[src/rtl/spi_sram_pkg.sv]
// Shared definitions for the SPI serial-SRAM target: command codes, address width
// and the transaction state type.
package spi_sram_pkg;

  localparam logic [7:0]  CMD_READ        = 8'h03;
  localparam logic [7:0]  CMD_WRITE       = 8'h02;
  localparam int unsigned SPI_SRAM_ADDR_W = 16;

  typedef enum logic [2:0] {
    ST_IDLE,
    ST_CMD,
    ST_ADDR,
    ST_WRITE,
    ST_FETCH,
    ST_READ,
    ST_IGNORE
  } spi_tgt_state_t;

endpackage

[src/rtl/spi_sram_target_if.sv]
// Byte-wide synchronous memory port between the SPI target (master) and its
// backing store (slave); read data returns one clk after mem_re.
interface spi_sram_target_if #(
  parameter int unsigned ADDR_W = 16
);
  logic [ADDR_W-1:0] mem_addr;
  logic [7:0]        mem_wdata;
  logic              mem_we;
  logic              mem_re;
  logic [7:0]        mem_rdata;

  modport master (
    output mem_addr, mem_wdata, mem_we, mem_re,
    input  mem_rdata
  );

  modport slave (
    input  mem_addr, mem_wdata, mem_we, mem_re,
    output mem_rdata
  );
endinterface

[src/rtl/spi_pin_sync.sv]
// N-stage synchronizers for the SPI pins plus a registered edge detector on SCLK;
// every output lags its pin by SYNC_STAGES+1 clk.
module spi_pin_sync #(
  parameter int unsigned SYNC_STAGES = 2
) (
  input  logic clk,
  input  logic rst,
  input  logic i_sclk,
  input  logic i_mosi,
  input  logic i_cs_n,
  output logic o_sclk_rise,
  output logic o_sclk_fall,
  output logic o_mosi_s,
  output logic o_cs_active
);

  logic [SYNC_STAGES-1:0] r_sclk_sync;
  logic [SYNC_STAGES-1:0] r_mosi_sync;
  logic [SYNC_STAGES-1:0] r_cs_n_sync;
  logic                   r_sclk_d;
  logic                   r_mosi_d;
  logic                   r_cs_d;
  logic                   r_rise;
  logic                   r_fall;

  // Synchronizer chains are left unreset so CS keeps tracking the pin through a
  // reset; the top relies on that to wait for a genuinely fresh CS assertion.
  always_ff @(posedge clk) begin
    r_sclk_sync[0] <= i_sclk;
    r_mosi_sync[0] <= i_mosi;
    r_cs_n_sync[0] <= i_cs_n;
    for (int unsigned i = 1; i < SYNC_STAGES; i++) begin
      r_sclk_sync[i] <= r_sclk_sync[i-1];
      r_mosi_sync[i] <= r_mosi_sync[i-1];
      r_cs_n_sync[i] <= r_cs_n_sync[i-1];
    end
    r_sclk_d <= r_sclk_sync[SYNC_STAGES-1];
    r_mosi_d <= r_mosi_sync[SYNC_STAGES-1];
    r_cs_d   <= ~r_cs_n_sync[SYNC_STAGES-1];
  end

  always_ff @(posedge clk) begin
    if (rst) begin
      r_rise <= 1'b0;
      r_fall <= 1'b0;
    end else begin
      r_rise <= r_sclk_sync[SYNC_STAGES-1] & ~r_sclk_d;
      r_fall <= ~r_sclk_sync[SYNC_STAGES-1] & r_sclk_d;
    end
  end

  assign o_sclk_rise = r_rise;
  assign o_sclk_fall = r_fall;
  assign o_mosi_s    = r_mosi_d;
  assign o_cs_active = r_cs_d;

endmodule

[src/rtl/spi_sram_target.sv]
// SPI mode-0 target emulating a 64 KiB serial SRAM (READ 0x03 / WRITE 0x02,
// 16-bit address, sequential mode) over a byte-wide synchronous memory port.
module spi_sram_target
  import spi_sram_pkg::*;
#(
  parameter int unsigned SYNC_STAGES = 2,
  parameter int unsigned ADDR_W      = SPI_SRAM_ADDR_W
) (
  input  logic               clk,
  input  logic               rst,
  input  logic               i_spi_clk,
  input  logic               i_spi_mosi,
  input  logic               i_spi_cs_n,
  output logic               o_spi_miso,
  output logic               o_busy,
  spi_sram_target_if.master  mem
);

  logic w_rise, w_fall, w_mosi, w_cs;

  spi_pin_sync #(.SYNC_STAGES(SYNC_STAGES)) u_pin_sync (
    .clk         (clk),
    .rst         (rst),
    .i_sclk      (i_spi_clk),
    .i_mosi      (i_spi_mosi),
    .i_cs_n      (i_spi_cs_n),
    .o_sclk_rise (w_rise),
    .o_sclk_fall (w_fall),
    .o_mosi_s    (w_mosi),
    .o_cs_active (w_cs)
  );

  spi_tgt_state_t    r_state, w_state_n;
  logic              r_armed, w_armed_n;
  logic              r_is_read, w_is_read_n;
  logic [3:0]        r_bitcnt, w_bitcnt_n;
  logic [14:0]       r_shift, w_shift_n;
  logic [15:0]       w_bit_shift;
  logic [ADDR_W-1:0] r_addr, w_addr_n;
  logic [ADDR_W-1:0] r_mem_addr, w_mem_addr_n;
  logic [7:0]        r_wdata, w_wdata_n;
  logic              r_we, w_we_n;
  logic              r_re, w_re_n;
  logic              r_rvalid;
  logic [6:0]        r_obuf, w_obuf_n;
  logic [7:0]        r_pref, w_pref_n;
  logic              r_miso, w_miso_n;

  assign w_bit_shift = {r_shift, w_mosi};

  always_ff @(posedge clk) begin
    if (rst) begin
      r_state    <= ST_IDLE;
      r_armed    <= 1'b0;
      r_is_read  <= 1'b0;
      r_bitcnt   <= '0;
      r_shift    <= '0;
      r_addr     <= '0;
      r_mem_addr <= '0;
      r_wdata    <= '0;
      r_we       <= 1'b0;
      r_re       <= 1'b0;
      r_rvalid   <= 1'b0;
      r_obuf     <= '0;
      r_pref     <= '0;
      r_miso     <= 1'b0;
    end else begin
      r_state    <= w_state_n;
      r_armed    <= w_armed_n;
      r_is_read  <= w_is_read_n;
      r_bitcnt   <= w_bitcnt_n;
      r_shift    <= w_shift_n;
      r_addr     <= w_addr_n;
      r_mem_addr <= w_mem_addr_n;
      r_wdata    <= w_wdata_n;
      r_we       <= w_we_n;
      r_re       <= w_re_n;
      r_rvalid   <= r_re;
      r_obuf     <= w_obuf_n;
      r_pref     <= w_pref_n;
      r_miso     <= w_miso_n;
    end
  end

  always_comb begin
    w_state_n    = r_state;
    w_armed_n    = r_armed | ~w_cs;
    w_is_read_n  = r_is_read;
    w_bitcnt_n   = r_bitcnt;
    w_shift_n    = r_shift;
    w_addr_n     = r_addr;
    w_mem_addr_n = r_mem_addr;
    w_wdata_n    = r_wdata;
    w_we_n       = 1'b0;
    w_re_n       = 1'b0;
    w_obuf_n     = r_obuf;
    w_pref_n     = r_pref;
    w_miso_n     = 1'b0;

    unique case (r_state)
      // Armed only after CS has been seen inactive, so a reset mid-frame waits
      // for the next fresh assertion.
      ST_IDLE: begin
        if (w_cs && r_armed) begin
          w_state_n  = ST_CMD;
          w_bitcnt_n = '0;
          w_shift_n  = '0;
        end
      end
      ST_CMD: begin
        if (w_rise) begin
          w_shift_n  = w_bit_shift[14:0];
          w_bitcnt_n = r_bitcnt + 4'd1;
          if (r_bitcnt == 4'd7) begin
            w_bitcnt_n = '0;
            if (w_bit_shift[7:0] == CMD_WRITE) begin
              w_state_n   = ST_ADDR;
              w_is_read_n = 1'b0;
            end else if (w_bit_shift[7:0] == CMD_READ) begin
              w_state_n   = ST_ADDR;
              w_is_read_n = 1'b1;
            end else begin
              w_state_n = ST_IGNORE;
            end
          end
        end
      end
      ST_ADDR: begin
        if (w_rise) begin
          w_shift_n  = w_bit_shift[14:0];
          w_bitcnt_n = r_bitcnt + 4'd1;
          if (r_bitcnt == 4'd15) begin
            w_bitcnt_n = '0;
            w_addr_n   = w_bit_shift[ADDR_W-1:0];
            if (r_is_read) begin
              w_state_n    = ST_FETCH;
              w_re_n       = 1'b1;
              w_mem_addr_n = w_bit_shift[ADDR_W-1:0];
            end else begin
              w_state_n = ST_WRITE;
            end
          end
        end
      end
      ST_WRITE: begin
        if (w_rise) begin
          w_shift_n  = w_bit_shift[14:0];
          w_bitcnt_n = r_bitcnt + 4'd1;
          if (r_bitcnt == 4'd7) begin
            w_bitcnt_n   = '0;
            w_we_n       = 1'b1;
            w_wdata_n    = w_bit_shift[7:0];
            w_mem_addr_n = r_addr;
            w_addr_n     = r_addr + ADDR_W'(1);
          end
        end
      end
      // First read was issued on the last address bit; while it is in flight
      // the prefetch for addr+1 goes out, then the first byte is loaded.
      ST_FETCH: begin
        if (r_rvalid) begin
          w_obuf_n   = mem.mem_rdata[6:0];
          w_miso_n   = mem.mem_rdata[7];
          w_bitcnt_n = '0;
          w_state_n  = ST_READ;
        end else if (r_re) begin
          w_re_n       = 1'b1;
          w_mem_addr_n = r_addr + ADDR_W'(1);
        end
      end
      // bitcnt counts rises in the current byte; the fall that follows a load
      // must not shift, hence the nonzero guard.
      ST_READ: begin
        w_miso_n = r_miso;
        if (r_rvalid) begin
          w_pref_n = mem.mem_rdata;
        end
        if (w_rise) begin
          w_bitcnt_n = r_bitcnt + 4'd1;
          if (r_bitcnt == 4'd7) begin
            w_bitcnt_n   = '0;
            w_obuf_n     = r_pref[6:0];
            w_miso_n     = r_pref[7];
            w_addr_n     = r_addr + ADDR_W'(1);
            w_re_n       = 1'b1;
            w_mem_addr_n = r_addr + ADDR_W'(2);
          end
        end else if (w_fall && r_bitcnt != 4'd0) begin
          w_miso_n = r_obuf[6];
          w_obuf_n = {r_obuf[5:0], 1'b0};
        end
      end
      ST_IGNORE: begin
      end
      default: begin
        w_state_n = ST_IDLE;
      end
    endcase

    if (!w_cs) begin
      w_state_n = ST_IDLE;
      w_we_n    = 1'b0;
      w_re_n    = 1'b0;
      w_miso_n  = 1'b0;
    end
  end

  assign o_spi_miso    = r_miso;
  assign o_busy        = w_cs & r_armed;
  assign mem.mem_addr  = r_mem_addr;
  assign mem.mem_wdata = r_wdata;
  assign mem.mem_we    = r_we;
  assign mem.mem_re    = r_re;

endmodule

[src/flat_wrapper.sv]
// flat-port wrapper written by rule: the top's interface ports become plain ports
module spi_sram_target_flat import spi_sram_pkg::*;
#(
  parameter int unsigned SYNC_STAGES = 2,
  parameter int unsigned ADDR_W      = SPI_SRAM_ADDR_W
)
  (clk, rst, i_spi_clk, i_spi_mosi, i_spi_cs_n, o_spi_miso, o_busy, mem_mem_addr, mem_mem_wdata, mem_mem_we, mem_mem_re, mem_mem_rdata);
  spi_sram_target_if #(.ADDR_W(ADDR_W)) mem_i ();
  input  logic clk;
  input  logic rst;
  input  logic i_spi_clk;
  input  logic i_spi_mosi;
  input  logic i_spi_cs_n;
  output logic o_spi_miso;
  output logic o_busy;
  output wire logic [$bits(mem_i.mem_addr)-1:0] mem_mem_addr;
  output wire logic [$bits(mem_i.mem_wdata)-1:0] mem_mem_wdata;
  output wire logic [$bits(mem_i.mem_we)-1:0] mem_mem_we;
  output wire logic [$bits(mem_i.mem_re)-1:0] mem_mem_re;
  input wire logic [$bits(mem_i.mem_rdata)-1:0] mem_mem_rdata;
  assign mem_mem_addr = mem_i.mem_addr;
  assign mem_mem_wdata = mem_i.mem_wdata;
  assign mem_mem_we = mem_i.mem_we;
  assign mem_mem_re = mem_i.mem_re;
  assign mem_i.mem_rdata = mem_mem_rdata;
  spi_sram_target #(.SYNC_STAGES(SYNC_STAGES), .ADDR_W(ADDR_W)) u_core (.clk(clk), .rst(rst), .i_spi_clk(i_spi_clk), .i_spi_mosi(i_spi_mosi), .i_spi_cs_n(i_spi_cs_n), .o_spi_miso(o_spi_miso), .o_busy(o_busy), .mem(mem_i));
endmodule
[config.mk]
export PLATFORM = sky130hd
export DESIGN_NAME = spi_sram_target_flat
export DESIGN_NICKNAME = d
export VERILOG_FILES = /design/src/rtl/spi_sram_pkg.sv /design/src/rtl/spi_sram_target_if.sv /design/src/rtl/spi_pin_sync.sv /design/src/rtl/spi_sram_target.sv /design/src/flat_wrapper.sv
export SDC_FILE = /design/constraint.sdc
export NUM_CORES = 1
export LEC_CHECK = 0
export CAP_MARGIN = 20
export CORE_MARGIN = 3
export CORE_UTILIZATION = 52
export CTS_CLUSTER_DIAMETER = 200
export DETAILED_ROUTE_END_ITERATION = 7
export DONT_BUFFER_PORTS = 1
export PLACE_DENSITY = 0.7
export SYNTH_ARGS = -nofsm -noshare
export SYNTH_HDL_FRONTEND = slang
export SYNTH_HIERARCHICAL = 1
export SYNTH_SLANG_ARGS = --single-unit
[constraint.sdc]
create_clock -name clk -period 1.7 [get_ports clk]
set_clock_uncertainty 0.1 [all_clocks]
set_input_delay 0.085 -clock clk [delete_from_list [all_inputs] [get_ports clk]]
set_output_delay 0.085 -clock clk [all_outputs]
set_load 0.005 [all_outputs]
==> results.md <==
- Status: finished, violations left
- Violated checks: hold timing, setup timing
- Clock tree sinks: 94
- Leading register cell type out of synthesis: dfxtp_1
- Cell Area, Synth: 5070 um2
- Core Box Area: 9370 um2
- Worst hold path class: in2reg
- CTS tree: done
- R2R Setup Slk: -0.23 ns
- Relative slew slack: 0.741
- Syn nets: 667
- H-tree levels: 3
- Via density: 6.29
- Largest net degree at the start of global routing: 82
- Fmax: 519 MHz
- Share of cells above drive strength 1: 0.389
- CTS Buffer Depth: 2
- Area fraction of the dominant cell type after synthesis: 0.371
- Register area share after synthesis: 0.371
- Detail Route Antenna Nets: 0
- Top cells by area, synth: dfxtp_1 37%, a21oi_1 7.0%, nand2_1 5.4%
- Num rows: 35
- Leakage: 0.00276 uW
- Setup crit start: u_core/r_addr[9]
- Most area-hungry cell type in the Yosys netlist: dfxtp_1
- Vias: 5616
- Initial Util: 0.541
- Synth unique cells: 62
- Crit share post-route: 1.13
- Overflow left after global routing: 0
- Pre-antenna DRT Iters: 6
- Critical Path Start Type: flop
- Minimum clock period: 1.93 ns
- EDFF count, synth: 0
- Peak supply drop: 0.484 mV
- Final setup margin: -0.228 ns
- Register-to-Register Path Depth: 7
- Final hold vios: 75
- Async set or reset register ratio after synthesis: 0
- Top-level I/O count: 41
- Hold_buf cts: 10
- Worst skew pair latency: 0.37 ns
- Antenna diodes: 0
- Crit path largest cell delay: 0.38 ns
- Die Area: 11000 um2
- Vias in the first global route: 5171
- Final net count: 776
- Die width: 105 um
- First-pass GRT wire length: 25800 um
- Buffers on Ports: 0
- Worst Tran Pin Value: 0.382 ns
- DRC: 0
- Final instance area: 7370 um2
- R2r endpoint: u_core/mem.mem_addr[14]
- Max_cap viols: 0
- Iter 0 DRT Violations: 647
- HPWL after DPL: 10600 um
- Area Overhead vs Synth: 45.4%
- Ys Warns: 6
- Final std cells w/o fill: 893
- Total CTS buffers: 9
- Placed Area: 6060 um2
- R2r startpoint: u_core/r_addr[9]
- Routability Congestion: 0.904
- Pwr dens: 555 nW/um2
- Slew Limit Fails: 0
- Seq cells post-synth: 94
- Chip Height: 105 um
- Crit end category: flop
- Crit path DAT: 2.12 ns
- Worst-path clk slew: 0.10 ns
- Initial antenna violation count: 0
- WL final: 18100 um
- Final setup vio count: 49
- Mapped Cells: 650
- Critical Setup Path Class: reg2reg
- Post-DR wirelength/cell: 20.2 um
- RSZ-0062 raised after global routing: yes
- Most frequent cell after synthesis: dfxtp_1
- DP Cell Count: 837
- Clk root buf: clkbuf_8
- Layout Utilization: 0.787
- Setup WS pre-CTS: -0.354 ns
- Critical Path End: u_core/mem.mem_addr[14]
- Avg Inst Size Synth: 7.80 um2
- Crit path cell chain: buf_6 -> nand4_1 -> buf_4 -> nor4_4 -> xor2_1 -> nand2_1 -> a41oi_2
- Required time worst endpoint: 1.89 ns
- Global Route Usage Sum: 0.288
- Worst-path maximum fanout: 4
- Slowest cell on crit path: dfxtp_2
- Top post-synthesis cells by count: 94 x dfxtp_1, 73 x nand2_1, 71 x a21oi_1, 71 x nor2_1, 34 x clkbuf_1
- Final worst hold slack: -0.326 ns
## state kept, by name, summed over array words and instances (netlist names), 2 cells and up
name and cells:
u_core/r_obuf 7, u_core/mem.mem_addr 16, u_core/r_addr 16, u_core/mem.mem_wdata 8, u_core/r_pref 8, u_core/u_pin_sync/r_sclk_sync 2, u_core/r_bitcnt 4, u_core/r_shift 15
u_core/r_state 3, u_core/u_pin_sync/r_cs_n_sync 2, u_core/u_pin_sync/r_mosi_sync 2
## placed cells by master, fill, tap and decap left out, types with 8 or more instances in the layout
cell type and n:
a211oi_1 11, a21o_1 8, a21oi_1 55, a21oi_2 17, buf_4 110, buf_6 25, clkbuf_8 10, dfxtp_1 78
dfxtp_2 9, dlygate4sd3_1 10, inv_1 10, mux2i_1 17, nand2_1 67, nand2b_1 9, nand3_1 28, nand3b_1 11
nor2_1 58, nor2_2 9, nor3_1 10, o21ai_1 10, xor2_1 15
## per-stage QoR
stage / hold slack, ns / power, uW / setup TNS [ns]
floorplan: 0.0127 / 2360 / -1.05
global route: -0.352 / 4210 / -8.26
detailed placement: 0.0128 / 2380 / -13.65
finish: -0.326 / 4090 / -5.42
global placement: 0.0128 / 2380 / -8.76
CTS: -0.340 / 4090 / -2.26
## cell type report
type / instances / area, um2
clock buffers: 10 / 138
clock inverters: 6 / 91.3
fillers: 591 / 2000
inverters: 10 / 37.5
multi-input cells: 489 / 3610
flip-flops and latches: 94 / 1920
well taps: 129 / 161
repair buffers: 155 / 1420
## power breakdown
part / total, uW / internal (uW) / switching, uW
Clock: 1720 / 880 / 844
Sequential: 2220 / 2210 / 10.9
Combinational: 151 / 71.4 / 79.6
Total: 4090 / 3160 / 935
## per-layer routing
metal | part of all wire | vias up | track usage | wire length (um)
met5 | 0 | - | 0 | 0
li1 | - | 2539 | - | -
met4 | 0.038 | 0 | 0.0984 | 694
met2 | 0.49 | 316 | 0.484 | 8950
met3 | 0.083 | 77 | 0.0537 | 1490
met1 | 0.38 | 2684 | 0.371 | 6950
## cell families (layout without fill, tap and decap cells)
family                     after synthesis  in the layout  share of synthesized area
AOI/OAI and AO/OA                      172            173                      0.217
xor gates and xnor gates                19             19                     0.0343
adders and majority gates                4              4                    0.00987
buffers and inverters                   69            181                     0.0607
DFF                                     94             94                      0.371
muxes                                   25             25                     0.0508
and+or+nand+nor                        267            268                      0.256
## critical path: cells and delay by family (launching register included)
| family | cells | cell delay [ns] |
|---|---|---|
| AO/OA/AOI/OAI | 1 | 0.20 |
| XOR/XNOR | 1 | 0.20 |
| buffers and inverters | 2 | 0.35 |
| flip-flops | 1 | 0.38 |
| AND/OR/NAND/NOR | 3 | 0.62 |
## worst min-delay path by stage
stage,start,end,depth (start not counted)
2_1_floorplan,i_spi_cs_n,u_core/u_pin_sync/r_cs_n_sync[0],0
3_3_place_gp,i_spi_cs_n,u_core/u_pin_sync/r_cs_n_sync[0],0
3_5_place_dp,i_spi_mosi,u_core/u_pin_sync/r_mosi_sync[0],0
4_1_cts,rst,u_core/r_addr[9],1
5_1_grt,rst,u_core/r_obuf[6],1
6_report,rst,u_core/r_addr[9],1
## what timing repair did
item | 4_1_cts | 5_1_grt
endpoints found under the setup margin | 78 | 78
gates cloned | 2 | 2
pin swaps | 24 | 43
endpoints found under the hold margin | 87 | 75
resized for setup | 85 | 93
buffers inserted | 10 | 18
(Power assumes the default switching activity.)
